## config.mk

```make
export PLATFORM = sky130hd
export DESIGN_NAME = lock_access_ctrl
export DESIGN_NICKNAME = d
export VERILOG_FILES = /design/src/rtl/lock_access_ctrl.sv
export SDC_FILE = /design/constraint.sdc
export NUM_CORES = 1
export LEC_CHECK = 0
export BUFFER_PORTS_ARGS = -buffer_cell sky130_fd_sc_hd__clkbuf_2
export CAP_MARGIN = 15
export CORE_ASPECT_RATIO = 0.8
export CORE_MARGIN = 2
export CORE_UTILIZATION = 40
export DETAILED_ROUTE_END_ITERATION = 6
export PLACE_DENSITY = 0.68
export SYNTH_ARGS = -nofsm -noshare
export SYNTH_HDL_FRONTEND = slang
export SYNTH_SLANG_ARGS = --single-unit
export TNS_END_PERCENT = 5
```

## constraint.sdc

```tcl
create_clock -name clk -period 2.76 [get_ports clk]
set_input_delay 0.552 -clock clk [delete_from_list [all_inputs] [get_ports clk]]
set_output_delay 0.552 -clock clk [all_outputs]
set_load 0.01 [all_outputs]
```

## src/rtl/lock_access_ctrl.sv

```systemverilog
`default_nettype none
// ============================================================================
// Module      : lock_access_ctrl
// Description : Bit-serial keypad lock sequencer with code check, failed-attempt
//               lockout, timed auto-relock and in-field code reprogramming.
// Revision    : 1.0 - initial release
// ============================================================================
module lock_access_ctrl #(
    parameter int                 CODE_LEN       = 4,
    parameter logic [CODE_LEN-1:0] DEFAULT_CODE  = CODE_LEN'(4'b1011),
    parameter int                 MAX_ATTEMPTS   = 3,
    parameter int                 LOCKOUT_CYCLES = 16,
    parameter int                 RELOCK_CYCLES  = 32
) (
    input  logic       clk,
    input  logic       reset,
    input  logic       key_in,
    input  logic       enter,
    input  logic       clear,
    input  logic       prog_en,
    output logic       locked,
    output logic       unlocked,
    output logic       lockout,
    output logic [2:0] attempts_left,
    output logic       prog_done
);

    localparam int c_cnt_w   = $clog2(CODE_LEN + 1);
    localparam int c_tmr_max = (LOCKOUT_CYCLES > RELOCK_CYCLES) ? LOCKOUT_CYCLES : RELOCK_CYCLES;
    localparam int c_tmr_w   = $clog2(c_tmr_max + 1);

    localparam logic [c_cnt_w-1:0] c_cnt_zero   = '0;
    localparam logic [c_cnt_w-1:0] c_cnt_one    = c_cnt_w'(1);
    localparam logic [c_cnt_w-1:0] c_last_digit = c_cnt_w'(CODE_LEN - 1);
    localparam logic [c_tmr_w-1:0] c_tmr_one    = c_tmr_w'(1);
    localparam logic [c_tmr_w-1:0] c_relock_end = c_tmr_w'(RELOCK_CYCLES - 1);
    localparam logic [c_tmr_w-1:0] c_lock_end   = c_tmr_w'(LOCKOUT_CYCLES - 1);
    localparam logic [2:0]         c_att_max    = 3'(MAX_ATTEMPTS);
    localparam logic [2:0]         c_att_one    = 3'd1;

    localparam logic [2:0] c_entry   = 3'd0;
    localparam logic [2:0] c_check   = 3'd1;
    localparam logic [2:0] c_open    = 3'd2;
    localparam logic [2:0] c_prog    = 3'd3;
    localparam logic [2:0] c_lockout = 3'd4;

    logic [2:0]          r_state;
    logic [2:0]          w_next_state;
    logic [c_cnt_w-1:0]  r_count;
    logic [CODE_LEN-1:0] r_shift;
    logic [CODE_LEN-1:0] r_code;
    logic [c_tmr_w-1:0]  r_relock_tmr;
    logic [c_tmr_w-1:0]  r_lock_tmr;
    logic [2:0]          r_attempts;
    logic                r_prog_done;

    logic [CODE_LEN-1:0] w_shift_in;
    logic                w_last_digit;
    logic                w_match;

    assign w_shift_in   = {r_shift[CODE_LEN-2:0], key_in};
    assign w_last_digit = enter && (r_count == c_last_digit);
    assign w_match      = (r_shift == r_code);

    always_ff @(posedge clk) begin
        if (reset) begin
            r_state <= c_entry;
        end else begin
            r_state <= w_next_state;
        end
    end

    always_comb begin
        w_next_state = r_state;
        case (r_state)
            c_entry: begin
                if (!clear && w_last_digit) begin
                    w_next_state = c_check;
                end
            end
            c_check: begin
                if (w_match) begin
                    w_next_state = c_open;
                end else if (r_attempts > c_att_one) begin
                    w_next_state = c_entry;
                end else begin
                    w_next_state = c_lockout;
                end
            end
            c_open: begin
                if (clear) begin
                    w_next_state = c_entry;
                end else if (prog_en && enter) begin
                    w_next_state = c_prog;
                end else if (r_relock_tmr == c_relock_end) begin
                    w_next_state = c_entry;
                end
            end
            c_prog: begin
                if (clear || w_last_digit) begin
                    w_next_state = c_entry;
                end
            end
            c_lockout: begin
                if (r_lock_tmr == c_lock_end) begin
                    w_next_state = c_entry;
                end
            end
            default: w_next_state = c_entry;
        endcase
    end

    always_comb begin
        locked   = 1'b1;
        unlocked = 1'b0;
        lockout  = 1'b0;
        case (r_state)
            c_open, c_prog: begin
                locked   = 1'b0;
                unlocked = 1'b1;
            end
            c_lockout: lockout = 1'b1;
            default: ;
        endcase
    end

    assign attempts_left = r_attempts;
    assign prog_done     = r_prog_done;

    always_ff @(posedge clk) begin
        if (reset) begin
            r_count      <= c_cnt_zero;
            r_shift      <= '0;
            r_code       <= DEFAULT_CODE;
            r_relock_tmr <= '0;
            r_lock_tmr   <= '0;
            r_attempts   <= c_att_max;
            r_prog_done  <= 1'b0;
        end else begin
            r_prog_done <= 1'b0;
            case (r_state)
                c_entry: begin
                    if (clear) begin
                        r_count <= c_cnt_zero;
                        r_shift <= '0;
                    end else if (enter) begin
                        r_shift <= w_shift_in;
                        r_count <= w_last_digit ? c_cnt_zero : r_count + c_cnt_one;
                    end
                end
                c_check: begin
                    if (w_match) begin
                        r_attempts <= c_att_max;
                    end else if (r_attempts > c_att_one) begin
                        r_attempts <= r_attempts - c_att_one;
                    end else begin
                        r_attempts <= 3'd0;
                    end
                end
                c_open: begin
                    if (!clear && prog_en && enter) begin
                        r_shift <= {{(CODE_LEN-1){1'b0}}, key_in};
                        r_count <= c_cnt_one;
                    end
                end
                c_prog: begin
                    if (clear) begin
                        r_count <= c_cnt_zero;
                        r_shift <= '0;
                    end else if (w_last_digit) begin
                        r_code      <= w_shift_in;
                        r_prog_done <= 1'b1;
                        r_count     <= c_cnt_zero;
                        r_shift     <= '0;
                    end else if (enter) begin
                        r_shift <= w_shift_in;
                        r_count <= r_count + c_cnt_one;
                    end
                end
                c_lockout: begin
                    if (r_lock_tmr == c_lock_end) begin
                        r_attempts <= c_att_max;
                    end
                end
                default: r_count <= c_cnt_zero;
            endcase

            // Relock timer runs in OPEN, holds in PROG and sits at zero elsewhere
            if (r_state == c_open) begin
                r_relock_tmr <= r_relock_tmr + c_tmr_one;
            end else if (r_state != c_prog) begin
                r_relock_tmr <= '0;
            end

            if (r_state == c_lockout) begin
                r_lock_tmr <= r_lock_tmr + c_tmr_one;
            end else begin
                r_lock_tmr <= '0;
            end
        end
    end

endmodule
`default_nettype wire
```

==> results.md, run 1 <==
* Power density cells at 489 mW/mm2
* Max Slew Vio Count at 0
* Cell count after synthesis at 164
* Mapped Nets at 175
* Cell accounting for the most synthesized area: dfxtp_1
* Initial cell density of the core at 0.408
* Chip Height at 59.2 um
* Fin Clk Skew at 0.00870 ns
* Flop2flop setup slack at 0.91 ns
* Routed Antenna Nets at 0
* Post-CTS sizing at 0
* Syn. warnings at 0
* Post-synthesis async set-or-reset flop share at 0
* # IOs at 13
* Area contributors post-synth: dfxtp_1, nor2_1, xor2_1, ha_1, mux2i_1
* Routed wire length at 2810 um
* Setup TNS at 0 ns
* Seq/Total Area, Yosys at 0.394
* First-pass GRT wire length at 4900 um
* Top FF cell, synth: dfxtp_1
* Origin of the critical flop-to-flop path: r_state[0]$_SDFFE_PP0P_
* Post-synth EDFFs at 0
* Crit-path cells: nor3b_1 -> clkbuf_2
* Initial antenna violation count at 0
* # rows at 20
* Seq pwr share at 0.526
* Worst-path clk slew at 0.06 ns
* Total number of vias at 1170
* Synth Cell Area at 0.00152 mm2
* Post-DP HPWL at 2030 um
* Critical path class: reg2out
* TritonCTS Buffers at 5
* Layout area overhead at 11.8%
* Int Power at 0.651 mW
* WP data required at 2.21 ns
* Tcrit/Tclk final at 0.801
* GRT Overall Usage at 0.149
* Hold Worst Slack at 0.448 ns
* Reg2Reg Depth at 4
* Wirelength per Cell at 12.6 um
* Slew @ Worst Pin at 0.577 ns
* Outcome: completed
* Clock share of power at 0.430
* First-iteration detailed-routing DRC count at 56
* HP Class: reg2reg
* Worst Hold Depth at 1
* Layout Nets at 189
* Max-capacitance violation count at 0
* Most common cell after layout, fill and taps aside: dfxtp_1
* Worst-Skew Late Latency at 0.28 ns
* Synth top area share at 0.394
* Hold Vio Cnt, Final at 0
* Switching Share at 0.218
* Data arrival time of the worst path at 1.66 ns
* Critical path launch point type: flop
* Endpoint class of the critical path: output port
* Top delay family on crit path: flip-flops
* Die footprint at 0.00432 mm2
* Post-CTS Repair Setup Buffers at 0
* Port bufs at 12
* Slowest cell on crit path: dfxtp_1
* Vias in the first global route at 1044
* Distinct cells, synth at 47
* Ratio of cells with drive above 1 in the final layout at 0.151
* Crit-path max FO at 13
* Setup violators final at 0
* Min-delay src: r_lock_tmr[0]$_SDFF_PP0_
* Cell leakage power at 0.690 nW
* RR Endpoint: r_count[1]$_SDFFE_PP0P_
* CTS tree: yes
* Clock root cell: clkbuf_8
* Largest net degree at the start of global routing at 15
* Syn Area/Cell at 9.28 um2
* Gr ovfl total at 0
* Placer Congestion at 0.770
* DR vias/cell at 5.25
* Drt pass-1 iters at 4
* Max_slew headroom at 0.612
* Fillers at 359
* Post-route DRC at 0
* Core area at 0.00373 mm2
* Peak supply drop at 304 uV
* Combinational share of power at 0.044
* Post-CTS Hold Fix Bufs at 0
* RSZ-0062 raised after global routing: false
* Critical path's largest stage delay at 0.61 ns
* Antenna diode count at 0
* Buffer depth of the longest clock path at 2
* Buf/Inv on CP at 1
* Most frequent cells in the layout: dfxtp_1, nor2_1, clkbuf_2
* P_sw at 0.181 mW
* Min-Delay Endpoint: r_lock_tmr[0]$_SDFF_PP0_
* Fin crit period at 2.21 ns
* Highest clock rate at 452 MHz
* H-tree Lvls at 2
* Seq cells post-synth at 30
* Clock Sink Count at 30
* Die X at 73.0 um
==> flip-flops by register name, summed over array words and instances, names as in the netlist <==
signal,count
attempts_left,3
prog_done,1
r_code,4
r_count,3
r_lock_tmr,6
r_relock_tmr,6
r_shift,4
r_state,3
==> area by class of cell <==
cell class | instances | area (um2) | area share
Timing Repair Buffer | 12 | 60.1 | 0.0353
Clock inverter | 1 | 5.00 | 0.00294
Multi-Input combinational cell | 122 | 870 | 0.511
Clock buffer | 7 | 86.3 | 0.0507
Tap cell | 44 | 55.1 | 0.0323
Sequential cell | 30 | 601 | 0.353
Inverter | 7 | 26.3 | 0.0154
==> worst reg2reg max path: stages, from the launching register on <==
cell and delay, ns:
dfxtp_1 0.61, nor2b_1 0.22, a2111o_1 0.49, and4_1 0.23
a41o_1 0.20
==> through the flow <==
| stage | std cells | utilization | area, um2 | worst slack, ns | power (mW) |
|---|---|---|---|---|---|
| 2_1_floorplan | 164 | - | 1520 | 0.960 | 0.472 |
| 6_report | 223 | 0.457 | 1700 | 0.549 | 0.832 |
| 3_3_place_gp | 215 | 0.432 | 1610 | 0.881 | 0.484 |
| 4_1_cts | 223 | 0.457 | 1700 | 0.552 | 0.843 |
| 3_5_place_dp | 215 | 0.432 | 1610 | 0.857 | 0.483 |
| 5_1_grt | 223 | 0.457 | 1700 | 0.454 | 0.868 |
==> synthesized netlist by cell type, types with 2 or more instances <==
master,n
buf_2,3
nand3_1,3
xnor2_1,4
a21oi_1,7
o32a_1,2
a31oi_1,3
o21ai_0,4
ha_1,5
and3_1,3
a211o_1,2
a211oi_1,2
nand3b_1,2
xor2_1,8
nor2b_1,7
mux2i_1,6
nand2_1,10
nand2b_1,3
nor3_1,2
inv_1,6
nor3b_1,4
nor2_1,22
dfxtp_1,30
nor4_1,2
==> routing by layer <==
layer | wire (um) | up-vias | track usage | part of all wire
met1 | 1560 | 542 | 0.212 | 0.56
met4 | 47 | 0 | 0.0635 | 0.017
met3 | 85 | 5 | 0.0459 | 0.030
met2 | 1110 | 14 | 0.208 | 0.40
li1 | - | 609 | - | -
met5 | 0 | - | 0 | 0
==> cell families (layout without fill, tap and decap cells) <==
group,count (synthesis),count (layout),synth area share
xor gates and xnor gates,12,12,0.0690
AOI/OAI and AO/OA,32,32,0.164
DFF,30,30,0.394
adders and majority gates,5,5,0.0411
buffers and inverters,12,27,0.0345
muxes,6,6,0.0394
and+or+nand+nor,67,67,0.258
==> worst max path at each step <==
stage	slack, ns	end	cells past startpoint	startpoint
floorplan	0.96	r_count[1]$_SDFFE_PP0P_	5	clear
global placement	0.88	r_count[1]$_SDFFE_PP0P_	5	clear
detailed placement	0.86	r_count[1]$_SDFFE_PP0P_	5	clear
CTS	0.55	lockout	2	r_state[2]$_SDFFE_PP0P_
global route	0.45	lockout	2	r_state[2]$_SDFFE_PP0P_
finish	0.55	lockout	2	r_state[2]$_SDFFE_PP0P_
==> power groups by stage <==
stage / logic [mW] / clock network (mW) / registers [mW]
final: 0.0366 / 0.358 / 0.437
after global routing: 0.0404 / 0.390 / 0.437
after CTS: 0.0364 / 0.369 / 0.437
after detailed placement: 0.0362 / 0 / 0.447
after global placement: 0.0367 / 0 / 0.447
after floorplan: 0.0254 / 0 / 0.446
(Power assumes the default switching activity.)
==> inputs of run 2 (changes only) <==
- PLACE_DENSITY: 0.68 -> 0.7
- clock period: 2.76 -> 1.8 ns (I/O delays scaled with it)
==> run 2 against run 1 <==
  * Clock power up 48%
  * Cell count increased by 3.1%
  * Clock skew fell by 0.0032 ns
  * Hold slack worse by 0.13 ns
  * Design area increased by 3.5%
  * First-iteration DRC count down 54%
  * Register-to-register slack lost 0.77 ns
  * Non-clock buffer count up 9
  * Combinational power increased by 66%
  * Wire length increased by 3.2%
  * Clock-buffer cell count down 1
  * Die area stayed put
  * Critical endpoint is now r_code[3]$_SDFFE_PP1P_
  * Largest power group unchanged
==> results.md, run 2 (synthesis results as in run 1) <==
* Port bufs at 12 (unchanged)
* Regs by FF count: r_lock_tmr x6, r_relock_tmr x6
* Cell leakage power at 0.733 nW (+6.2%)
* Data arrival time of the worst path at 1.83 ns (+0.17 ns)
* Slew @ Worst Pin at 0.547 ns (-0.0301 ns)
* Ratio of cells with drive above 1 in the final layout at 0.188 (+0.0373)
* Placer Congestion at 0.787 (+2.2%)
* Wirelength per Cell at 12.6 um (about the same)
* Layout Nets at 198 (+4.8%)
* # IOs at 13 (unchanged)
* Routed Antenna Nets at 0 (unchanged)
* H-tree Lvls at 2 (unchanged)
* Peak supply drop at 263 uV (-13%)
* Core area at 0.00373 mm2 (unchanged)
* Die footprint at 0.00432 mm2 (unchanged)
* DRT met1 WL at 1510 um (-3.3%)
* Fin Clk Skew at 0.00547 ns (-0.00322 ns)
* Outcome: completed
* Uppermost layer routed: met4
* Final cell area excluding filler cells at 0.00176 mm2 (+3.5%)
* Slowest cell on crit path: dfxtp_1
* Fillers at 369 (+2.8%)
* Clock root cell: clkbuf_8
* Initial antenna violation count at 0 (unchanged)
* Antenna diode count at 0 (unchanged)
* Highest clock rate at 603 MHz
* Max-capacitance violation count at 0 (unchanged)
* Most frequent cells in the layout: dfxtp_1, nor2_1, clkbuf_2
* Crit-path cells: and2b_4 -> inv_2 -> nor4b_4 -> buf_4 -> nor2b_1 -> a211o_1
* Total number of vias at 1228 (+5.0%)
* Gr ovfl total at 0 (unchanged)
* Vias in the first global route at 1073 (+2.8%)
* Worst-Skew Late Latency at 0.28 ns (about the same)
* Layout area overhead at 15.7%
* First-pass GRT wire length at 4860 um (-0.86%)
* Critical path class: reg2reg
* Tcrit/Tclk final at 0.921
* Non-Filler Instances at 230 (+3.1%)
* Post-CTS Hold Fix Bufs at 0 (unchanged)
* TritonCTS Buffers at 5 (unchanged)
* RSZ-0062 raised after global routing: false
* First-iteration detailed-routing DRC count at 26 (-54%)
* WP data required at 1.97 ns (-0.24 ns)
* Drt pass-1 iters at 4 (unchanged)
* Post-route DRC at 0 (unchanged)
* Placed cell area at 0.00167 mm2 (+3.7%)
* Max Slew Vio Count at 0 (unchanged)
* Chip Height at 59.2 um (unchanged)
* Power density cells at 716 mW/mm2 (+47%)
* HP Class: in2reg
* Initial cell density of the core at 0.408 (unchanged)
* Die X at 73.0 um (unchanged)
* Clock Sink Count at 30 (unchanged)
* Fin crit period at 1.66 ns
* Routed wire length at 2900 um (+3.2%)
* Max_slew headroom at 0.635 (+0.0228)
* Crit-path max FO at 10 (-3)
* Worst-path clk slew at 0.06 ns (about the same)
* Most common cell after layout, fill and taps aside: dfxtp_1
* Setup violators final at 0 (unchanged)
* Setup TNS at 0 ns (unchanged)
* Hold Vio Cnt, Final at 0 (unchanged)
* Critical path launch point type: flop
* Routed wl met2 at 1200 um (+8.1%)
* Buffer depth of the longest clock path at 2 (unchanged)
* DR vias/cell at 5.34 (+1.8%)
* Endpoint class of the critical path: flop
* Critical path's largest stage delay at 0.50 ns (-0.11 ns)
* # rows at 20 (unchanged)
* Largest net degree at the start of global routing at 13 (-2)
* CTS tree: yes
* GRT Overall Usage at 0.152 (+0.00256)
* Placed Cells at 223 (+3.7%)
* DR WL met3 at 104 um (+22%)
* Post-DP HPWL at 2100 um (+3.3%)
==> run 2: changes by cell type in the layout (fill, tap and decap cells not counted) <==
cell / delta
clkbuf_1: -1
buf_4: +9
clkinv_2: -1
==> run 2: per-stage QoR <==
step / power [mW] / hold WS (ns) / utilization / setup WS (ns)
global route: 1.32 / 0.331 / 0.472 / 0.0439
floorplan: 0.724 / 0.418 / - / 0.192
global placement: 0.745 / 0.435 / 0.448 / 0.165
CTS: 1.29 / 0.315 / 0.470 / 0.0833
detailed placement: 0.745 / 0.455 / 0.448 / 0.0879
finish: 1.26 / 0.322 / 0.472 / 0.143
==> run 2: power breakdown <==
| part | switching [mW] | internal (mW) |
|---|---|---|
| sequential | 0.00290 | 0.668 |
| combinational | 0.0353 | 0.0253 |
| clock | 0.237 | 0.294 |
==> run 2: area by class of cell <==
class / instances / area [um2] / share of cell area
Sequential cell: 30 / 601 / 0.341
Tap cell: 44 / 55.1 / 0.0312
Multi-Input combinational cell: 122 / 870 / 0.494
Clock buffer: 6 / 82.6 / 0.0469
Timing Repair Buffer: 21 / 128 / 0.0724
Inverter: 7 / 26.3 / 0.0149
==> run 2: worst paths after layout <==
path | startpoint | endpoint | slack (ns) | cells past startpoint
hold reg to reg | r_lock_tmr[0]$_SDFF_PP0_ | r_lock_tmr[0]$_SDFF_PP0_ | 0.46 | 1
setup / recovery | r_state[1]$_SDFFE_PP0P_ | r_code[3]$_SDFFE_PP1P_ | 0.14 | 6
setup reg to reg | r_state[1]$_SDFFE_PP0P_ | r_code[3]$_SDFFE_PP1P_ | 0.14 | 6
hold / removal | key_in | r_code[0]$_SDFFE_PP1P_ | 0.32 | 3
==> run 2: routing by layer <==
layer,GRT usage,vias up
met5,0,-
met4,0.0952,0
met3,0.0459,8
met1,0.206,575
li1,-,624
met2,0.208,21
==> run 2: repair_timing <==
item	CTS	global route
buffers inserted	0	1
resized for setup	0	0
setup endpoints to repair	0	3
==> run 2: critical path: cells and delay by family, from the launching register on <==
kind / cells / cell delay [ns]
simple gates: 3 / 0.55
buf+inv: 2 / 0.24
flops: 1 / 0.50
compound gates: 1 / 0.25
